--- config.mk ---
export PLATFORM = sky130hd
export DESIGN_NAME = pe_feed_scheduler_flat
export DESIGN_NICKNAME = d
export VERILOG_FILES = /design/src/rtl/pe_sched_pkg.sv /design/src/rtl/pe_feed_scheduler_if.sv /design/src/rtl/pe_lane_skew.sv /design/src/rtl/pe_feed_scheduler.sv /design/src/flat_wrapper.sv
export SDC_FILE = /design/constraint.sdc
export NUM_CORES = 1
export LEC_CHECK = 0
export CAP_MARGIN = 40
export CORE_AREA = 2 2 224 226
export DETAILED_ROUTE_END_ITERATION = 8
export DIE_AREA = 0 0 226 228
export HOLD_SLACK_MARGIN = 0.12
export PLACE_DENSITY = 0.37
export RECOVER_POWER = 50
export SYNTH_ARGS = -nofsm -noshare
export SYNTH_HDL_FRONTEND = slang
export SYNTH_SLANG_ARGS = --single-unit
--- constraint.sdc ---
create_clock -name clk -period 3.1 [get_ports clk]
set_input_delay 0.62 -clock clk [delete_from_list [all_inputs] [get_ports clk]]
set_output_delay 0.62 -clock clk [all_outputs]
set_load 0.03 [all_outputs]
--- src/rtl/pe_sched_pkg.sv ---
// Shared constants and state encoding for the PE feed scheduler.
// Imported by the interface, the lane sub-module, the top and the bench.
package pe_sched_pkg;

  localparam int unsigned DefRows   = 8;
  localparam int unsigned DefDataW  = 16;
  localparam int unsigned DefKLen   = 4;
  localparam int unsigned DefAddrW  = 5;
  localparam int unsigned DefDrainMax = 64;

  // Widths of the flattened per-lane buses at default sizing.
  localparam int unsigned DefDataBusW = DefRows * DefDataW;
  localparam int unsigned DefAddrBusW = DefRows * DefAddrW;

  typedef logic [1:0] state_t;

  localparam state_t StIdle  = 2'd0;
  localparam state_t StFeed  = 2'd1;
  localparam state_t StDrain = 2'd2;
  localparam state_t StDone  = 2'd3;

endpackage

--- src/rtl/pe_feed_scheduler_if.sv ---
// Control, Q/K buffer and cluster-lane signals of the feed scheduler.
// master = scheduler side, slave = environment (buffers, cluster, host).
interface pe_feed_scheduler_if
  import pe_sched_pkg::*;
#(
  parameter int unsigned ROWS   = DefRows,
  parameter int unsigned DATA_W = DefDataW,
  parameter int unsigned ADDR_W = DefAddrW
);
  logic                     en;
  logic                     start;
  logic                     busy;
  logic                     job_done;
  logic                     err;
  logic [ROWS-1:0]          rd_en;
  logic [ROWS*ADDR_W-1:0]   rd_addr;
  logic [ROWS*DATA_W-1:0]   act_rdata;
  logic [ROWS*DATA_W-1:0]   wgt_rdata;
  logic [ROWS*DATA_W-1:0]   activations;
  logic [ROWS*DATA_W-1:0]   weights;
  logic [ROWS-1:0]          done;
  logic                     cluster_done;

  modport master (
    input  en, start, act_rdata, wgt_rdata, cluster_done,
    output busy, job_done, err, rd_en, rd_addr, activations, weights, done
  );

  modport slave (
    output en, start, act_rdata, wgt_rdata, cluster_done,
    input  busy, job_done, err, rd_en, rd_addr, activations, weights, done
  );
endinterface

--- src/rtl/pe_lane_skew.sv ---
// One cluster lane: skewed read strobe/address, registered data-valid and
// the sticky per-row done flag.
module pe_lane_skew
  import pe_sched_pkg::*;
#(
  parameter int unsigned LANE   = 0,
  parameter int unsigned K_LEN  = DefKLen,
  parameter int unsigned ADDR_W = DefAddrW,
  parameter int unsigned T_W    = 4
) (
  input  logic              clk,
  input  logic              rst,
  input  logic              en,
  input  state_t            state,
  input  logic [T_W-1:0]    t,
  output logic              rd_en,
  output logic [ADDR_W-1:0] rd_addr,
  output logic              valid,
  output logic              done
);
  int   k;
  logic in_feed;
  logic active;
  logic finish;
  logic valid_q;
  logic done_q;

  always_comb begin
    k       = int'(t) - int'(LANE);
    in_feed = (state == StFeed);
    active  = in_feed && (k >= 0) && (k < int'(K_LEN));
    // First bubble after the last element marks the row complete.
    finish  = in_feed && (k == int'(K_LEN));
    rd_en   = active && en;
    rd_addr = active ? ADDR_W'(int'(LANE * K_LEN) + k) : '0;
  end

  always_ff @(posedge clk) begin
    if (rst) begin
      valid_q <= 1'b0;
      done_q  <= 1'b0;
    end else if (en) begin
      valid_q <= active;
      if (finish) begin
        done_q <= 1'b1;
      end else if (state == StDone) begin
        done_q <= 1'b0;
      end
    end
  end

  assign valid = valid_q;
  assign done  = done_q;

endmodule

--- src/rtl/pe_feed_scheduler.sv ---
// Sequences one score-tile job: skewed Q/K reads into the 8x8 PE cluster,
// then waits (bounded) for the cluster's final done.
module pe_feed_scheduler
  import pe_sched_pkg::*;
#(
  parameter int unsigned ROWS      = DefRows,
  parameter int unsigned DATA_W    = DefDataW,
  parameter int unsigned K_LEN     = DefKLen,
  parameter int unsigned ADDR_W    = DefAddrW,
  parameter int unsigned DRAIN_MAX = DefDrainMax
) (
  input  logic                  clk,
  input  logic                  rst,
  pe_feed_scheduler_if.master   bus
);
  localparam int unsigned T_W = $clog2(ROWS + K_LEN);
  localparam int unsigned C_W = $clog2(DRAIN_MAX + 1);
  localparam logic [T_W-1:0] TLast = T_W'(ROWS + K_LEN - 1);
  localparam logic [C_W-1:0] CLast = C_W'(DRAIN_MAX - 1);

  state_t          state_q, state_d;
  logic [T_W-1:0]  t_q, t_d;
  logic [C_W-1:0]  cnt_q, cnt_d;
  logic            err_q, err_d;
  logic [ROWS-1:0] valid;

  always_comb begin
    state_d = state_q;
    t_d     = t_q;
    cnt_d   = cnt_q;
    err_d   = err_q;
    case (state_q)
      StIdle: begin
        if (bus.start) begin
          state_d = StFeed;
          t_d     = '0;
          err_d   = 1'b0;
        end
      end
      StFeed: begin
        if (t_q == TLast) begin
          state_d = StDrain;
          cnt_d   = '0;
        end else begin
          t_d = t_q + T_W'(1);
        end
      end
      StDrain: begin
        if (bus.cluster_done) begin
          state_d = StDone;
        end else if (cnt_q == CLast) begin
          // DRAIN_MAX drain cycles elapsed with no cluster done.
          state_d = StDone;
          err_d   = 1'b1;
        end else begin
          cnt_d = cnt_q + C_W'(1);
        end
      end
      StDone:  state_d = StIdle;
      default: state_d = StIdle;
    endcase
  end

  always_ff @(posedge clk) begin
    if (rst) begin
      state_q <= StIdle;
      t_q     <= '0;
      cnt_q   <= '0;
      err_q   <= 1'b0;
    end else if (bus.en) begin
      state_q <= state_d;
      t_q     <= t_d;
      cnt_q   <= cnt_d;
      err_q   <= err_d;
    end
  end

  assign bus.busy     = (state_q != StIdle);
  assign bus.job_done = (state_q == StDone);
  assign bus.err      = err_q;

  for (genvar r = 0; r < ROWS; r++) begin : g_lane
    pe_lane_skew #(
      .LANE   (r),
      .K_LEN  (K_LEN),
      .ADDR_W (ADDR_W),
      .T_W    (T_W)
    ) u_lane (
      .clk     (clk),
      .rst     (rst),
      .en      (bus.en),
      .state   (state_q),
      .t       (t_q),
      .rd_en   (bus.rd_en[r]),
      .rd_addr (bus.rd_addr[r*ADDR_W +: ADDR_W]),
      .valid   (valid[r]),
      .done    (bus.done[r])
    );

    assign bus.activations[r*DATA_W +: DATA_W] =
        valid[r] ? bus.act_rdata[r*DATA_W +: DATA_W] : '0;
    assign bus.weights[r*DATA_W +: DATA_W] =
        valid[r] ? bus.wgt_rdata[r*DATA_W +: DATA_W] : '0;
  end

endmodule

--- src/flat_wrapper.sv ---
// flat-port wrapper written by rule: the top's interface ports become plain ports
module pe_feed_scheduler_flat import pe_sched_pkg::*;
#(
  parameter int unsigned ROWS      = DefRows,
  parameter int unsigned DATA_W    = DefDataW,
  parameter int unsigned K_LEN     = DefKLen,
  parameter int unsigned ADDR_W    = DefAddrW,
  parameter int unsigned DRAIN_MAX = DefDrainMax
)
  (clk, rst, bus_en, bus_start, bus_act_rdata, bus_wgt_rdata, bus_cluster_done, bus_busy, bus_job_done, bus_err, bus_rd_en, bus_rd_addr, bus_activations, bus_weights, bus_done);
  pe_feed_scheduler_if #(.ROWS(ROWS), .DATA_W(DATA_W), .ADDR_W(ADDR_W)) bus_i ();
  input  logic clk;
  input  logic rst;
  input wire logic [$bits(bus_i.en)-1:0] bus_en;
  input wire logic [$bits(bus_i.start)-1:0] bus_start;
  input wire logic [$bits(bus_i.act_rdata)-1:0] bus_act_rdata;
  input wire logic [$bits(bus_i.wgt_rdata)-1:0] bus_wgt_rdata;
  input wire logic [$bits(bus_i.cluster_done)-1:0] bus_cluster_done;
  output wire logic [$bits(bus_i.busy)-1:0] bus_busy;
  output wire logic [$bits(bus_i.job_done)-1:0] bus_job_done;
  output wire logic [$bits(bus_i.err)-1:0] bus_err;
  output wire logic [$bits(bus_i.rd_en)-1:0] bus_rd_en;
  output wire logic [$bits(bus_i.rd_addr)-1:0] bus_rd_addr;
  output wire logic [$bits(bus_i.activations)-1:0] bus_activations;
  output wire logic [$bits(bus_i.weights)-1:0] bus_weights;
  output wire logic [$bits(bus_i.done)-1:0] bus_done;
  assign bus_i.en = bus_en;
  assign bus_i.start = bus_start;
  assign bus_i.act_rdata = bus_act_rdata;
  assign bus_i.wgt_rdata = bus_wgt_rdata;
  assign bus_i.cluster_done = bus_cluster_done;
  assign bus_busy = bus_i.busy;
  assign bus_job_done = bus_i.job_done;
  assign bus_err = bus_i.err;
  assign bus_rd_en = bus_i.rd_en;
  assign bus_rd_addr = bus_i.rd_addr;
  assign bus_activations = bus_i.activations;
  assign bus_weights = bus_i.weights;
  assign bus_done = bus_i.done;
  pe_feed_scheduler #(.ROWS(ROWS), .DATA_W(DATA_W), .K_LEN(K_LEN), .ADDR_W(ADDR_W), .DRAIN_MAX(DRAIN_MAX)) u_core (.clk(clk), .rst(rst), .bus(bus_i));
endmodule
==> results.rst, run 1 <==
.. list-table::
   :header-rows: 1

   * - Metric
     - Value
   * - Max-slew violations
     - 0
   * - Cell breakdown of the critical path
     - inv_1, ha_1, a21oi_1, inv_1, ha_1, nand2_1, nand3_1, nor3_1, buf_12
   * - Startpoint of the lowest-slack register-to-register path
     - u_core.state_q[1]$_SDFFE_PP0P_
   * - GP Congestion
     - just over 0.9
   * - Aggregate routed wire length
     - 31300 um
   * - RSZ-0062 raised after global routing
     - yes
   * - X dimension of the die
     - 226 um
   * - CP Depth
     - 9
   * - Number of buffer and inverter stages on the critical path
     - 3
   * - Iter 0 DRT Violations
     - about 190
   * - Cell family with the largest share of critical-path delay
     - simple AND/OR/NAND/NOR gates
   * - Half-perimeter wire length after placement
     - between 20000 and 30000 um
   * - CP Max Fanout
     - 5
   * - Post-DP Area
     - 11100 sq um
   * - Number of core rows
     - ~80
   * - Final count of negative-setup-slack endpoints
     - 0
   * - Final critical-path required period
     - 2.97 ns
   * - Starting utilization of the core area
     - 0.0848
   * - TritonCTS sink count
     - 30
   * - Switching Power
     - 0.431 mW
   * - Mapped Cells
     - between 600 and 700
   * - Worst min path class
     - reg2reg
   * - Total global routing track utilization
     - 0.115
   * - CTS Root Buffer Type
     - clkbuf_16
   * - Maximum vdd drop
     - 0.181 mV
   * - Number of enable flip-flop cells after synthesis
     - 0
   * - Largest net degree at the start of global routing
     - 34
   * - Upper clock frequency limit
     - between 0.3 and 0.4 GHz
   * - FF+latch count, synth
     - 30
   * - Hold Violations, Final
     - 0
   * - Die height
     - roughly 230 um
   * - Internal power of the cells
     - ~1.1 mW
   * - Worst r2r path cells
     - 7
   * - Clock Tree Buf Depth
     - 2
   * - TritonCTS Buffers
     - 5
   * - Max H-tree Level
     - 2
   * - Logic gate share of total power
     - 0.399
   * - Share of synthesized registers carrying an async set or reset
     - 0
   * - Termination of the worst setup path
     - bus_rd_addr[31]
   * - Via count
     - 6057
   * - Sequential power share
     - 0.262
   * - Vias in the first global route
     - just over 6000
   * - Critical path data arrival time
     - between 2 and 2.5 ns
   * - Via/cell ratio
     - around 3.3
   * - Antenna-violating nets left
     - 0
   * - Hold_ws
     - 0.454 ns
   * - CP max stage delay
     - between 0.3 and 0.4 ns
   * - Worst clock skew
     - ~0.0065 ns
   * - Static power due to leakage
     - 4.27 nW
   * - Utilization of the core after routing
     - 0.229
   * - Worst path slowest cell
     - nor3_1
   * - Kind of capture point of the worst setup path
     - output port
   * - Overflow after GRT
     - 0
   * - Core area
     - 49300 sq um
   * - Number of warnings printed during yosys synthesis
     - 0
   * - Result of the run
     - finished, final reports clean
   * - Critical path class
     - reg2out
   * - Mapped Nets
     - 894
   * - Ports placed on the boundary
     - roughly 580
   * - Mean post-synth cell area
     - ~7.0 sq um
   * - Endpoint of the most critical register-to-register path
     - u_core.cnt_q[3]$_SDFFE_PP0P_
   * - Share of the cycle needed by the critical path after routing
     - 0.958
   * - Nets@finish
     - 1452
   * - Routed wire per std cell
     - between 15 and 20 um
   * - Tightest Pin Transition
     - between 0.7 and 0.8 ns
   * - Quantity of hold-fixing buffers added after cts
     - 0
   * - Layout area overhead
     - 170%
   * - I/O Buffers
     - 574
   * - Max transition margin
     - 0.519
   * - Fraction of final layout cells sized beyond drive strength 1
     - 0.0897
   * - Setup TNS Final
     - 0 ns
   * - Ys flop type
     - dfxtp_1
   * - Clock network latency to the later pin of the worst-skew pair
     - 0.29 ns
   * - Critical path origin
     - u_core.t_q[3]$_SDFFE_PP0P_
   * - Max Cap Viol
     - 0
   * - Count of unique library cells instantiated by Yosys
     - 48
   * - Net switching share of the total power
     - 0.282
   * - Kind of start point of the critical path
     - flip-flop
   * - Initial antenna violation count
     - 2
   * - DR pass1 iterations
     - 4
   * - Die outline area
     - 51500 sq um
   * - DR DRC count
     - 0
   * - Post-route cell area
     - ~11000 sq um
   * - CTS tree
     - done
   * - Portion of the post-synthesis area used by sequential elements
     - 0.144
   * - Wire length of the first global-routing pass
     - 44100 um
   * - Clock Pin Slew Worst Setup and Hold Paths
     - approximately 0.050 ns
   * - Clock network fraction of design power
     - 0.339
   * - Cell area after synthesis
     - about 4200 sq um
   * - Endpoint required time on the critical path
     - about 2.5 ns
   * - Slack of the worst reg-to-reg path
     - ~1 ns
   * - Areal power density over the cells
     - roughly 140 nW/um^2
## cell usage after synthesis (7+ instances only)
cell | instances | share of area
dfxtp_1 | 30 | 0.14
nand2_1 | 25 | 0.022
nor2_1 | 40 | 0.036
ha_1 | 32 | 0.096
a21oi_1 | 20 | 0.024
xnor2_1 | 8 | 0.017
clkbuf_1 | 34 | 0.031
o21ai_0 | 8 | 0.0096
and2_1 | 262 | 0.39
nor3_1 | 8 | 0.0096
nand3_1 | 7 | 0.0084
inv_1 | 26 | 0.023
buf_4 | 18 | 0.032
## final cells by class
cell class / count / area [sq um]
clock buffer: 7 / 143
tap: 672 / 841
sequential: 30 / 601
inverter: 27 / 101
fill: 5442 / 38100
clock inverter: 1 / 5.00
multi-input combinational: 485 / 3210
timing repair buffer: 610 / 6380
antenna: 1 / 2.50
## worst min-delay path by stage
stage                                         startpoint                                         to  slack, ns  cells after the start
2_1_floorplan  u_core.g_lane[1].u_lane.done$_SDFFE_PP0P_  u_core.g_lane[1].u_lane.done$_SDFFE_PP0P_       0.43                      2
3_3_place_gp   u_core.g_lane[1].u_lane.done$_SDFFE_PP0P_  u_core.g_lane[1].u_lane.done$_SDFFE_PP0P_       0.45                      2
3_5_place_dp                u_core.cnt_q[6]$_SDFFE_PP0P_               u_core.cnt_q[6]$_SDFFE_PP0P_       0.45                      1
4_1_cts        u_core.g_lane[5].u_lane.done$_SDFFE_PP0P_  u_core.g_lane[5].u_lane.done$_SDFFE_PP0P_       0.46                      2
5_1_grt                     u_core.cnt_q[6]$_SDFFE_PP0P_               u_core.cnt_q[6]$_SDFFE_PP0P_       0.48                      1
6_report       u_core.g_lane[5].u_lane.done$_SDFFE_PP0P_  u_core.g_lane[5].u_lane.done$_SDFFE_PP0P_       0.45                      2
## state kept, by name, indices dropped and copies added, names as in the netlist
| signal | count |
|---|---|
| u_core.g_lane.u_lane.done | 8 |
| u_core.g_lane.u_lane.valid | 8 |
| u_core.cnt_q | 7 |
| u_core.t_q | 4 |
| u_core.state_q | 2 |
| u_core.bus.err | 1 |
## cells by family after synthesis
| logic type | share of synthesized area |
|---|---|
| simple gates | 0.535 |
| buf+inv | 0.0984 |
| compound gates | 0.0912 |
| fa+ha+maj | 0.0957 |
| flops | 0.144 |
| xor+xnor | 0.0230 |
| mux | 0.0126 |
| other cells | 0.000897 |
## cell usage in the layout (no fill, tap or decap), drive strengths merged, types with 2 or more instances in the layout
| cell | count |
|---|---|
| nand4 | 6 |
| nand4b | 2 |
| inv | 27 |
| nand3 | 8 |
| nand2b | 3 |
| xor2 | 3 |
| or3 | 4 |
| o31ai | 5 |
| nor4 | 2 |
| o311a | 2 |
| or2 | 3 |
| and2 | 262 |
| o21a | 2 |
| nor2b | 3 |
| mux2 | 2 |
| o32ai | 2 |
| or4 | 5 |
| and3 | 5 |
| a31oi | 2 |
| mux2i | 3 |
| nand2 | 25 |
| xnor2 | 8 |
| clkdlybuf4s50 | 530 |
| a32oi | 7 |
| o21ai | 9 |
| nand3b | 2 |
| and4 | 2 |
| nor2 | 40 |
| o211ai | 2 |
| ha | 32 |
| a21oi | 20 |
| nor3 | 8 |
| dfxtp | 30 |
| clkbuf | 8 |
| buf | 78 |
## through the flow
stage | total power [mW] | std cells | setup slack, ns
after floorplan | 0.584 | 601 | 0.175
after global placement | 1.02 | 1823 | 0.328
after detailed placement | 1.02 | 1823 | 0.308
after CTS | 1.55 | 1831 | 0.00861
after global routing | 1.61 | 1832 | -0.0466
final | 1.53 | 1833 | 0.130
## worst min-delay path, stage by stage, from the launching register on
cell,delay [ns]
dfxtp_1,0.31
nand2_1,0.05
a21oi_1,0.05
## power by group through the flow
stage / Combinational [mW] / Clock, mW / Sequential, mW
after global placement: 0.610 / 0 / 0.408
after detailed placement: 0.611 / 0 / 0.408
final: 0.609 / 0.517 / 0.400
after floorplan: 0.176 / 0 / 0.407
after global routing: 0.657 / 0.552 / 0.401
after CTS: 0.617 / 0.537 / 0.400
## repair_timing
item	in CTS	in global routing
buffers inserted	0	1
setup endpoints to repair	1	24
gates resized for setup	1	11
pin swaps	0	1
## layer usage
layer  up-vias  share of wire  GRT usage
li1       3024              -          -
met1      2816           0.44      0.149
met2       202           0.50      0.202
met3        11          0.059     0.0272
met4         4         0.0018    0.00683
met5         -        0.00086          0
Note: power is estimated with default switching activity, not from simulation.
==> inputs of run 2 (changes only) <==
--- a/config.mk
+++ b/config.mk
@@ -12,6 +12,7 @@
 export HOLD_SLACK_MARGIN = 0.12
 export PLACE_DENSITY = 0.37
 export RECOVER_POWER = 50
+export SLEW_MARGIN = 10
 export SYNTH_ARGS = -nofsm -noshare
 export SYNTH_HDL_FRONTEND = slang
 export SYNTH_SLANG_ARGS = --single-unit
==> results of run 2 <==
The final DEF is identical to that of run 1; final timing and power are the same.
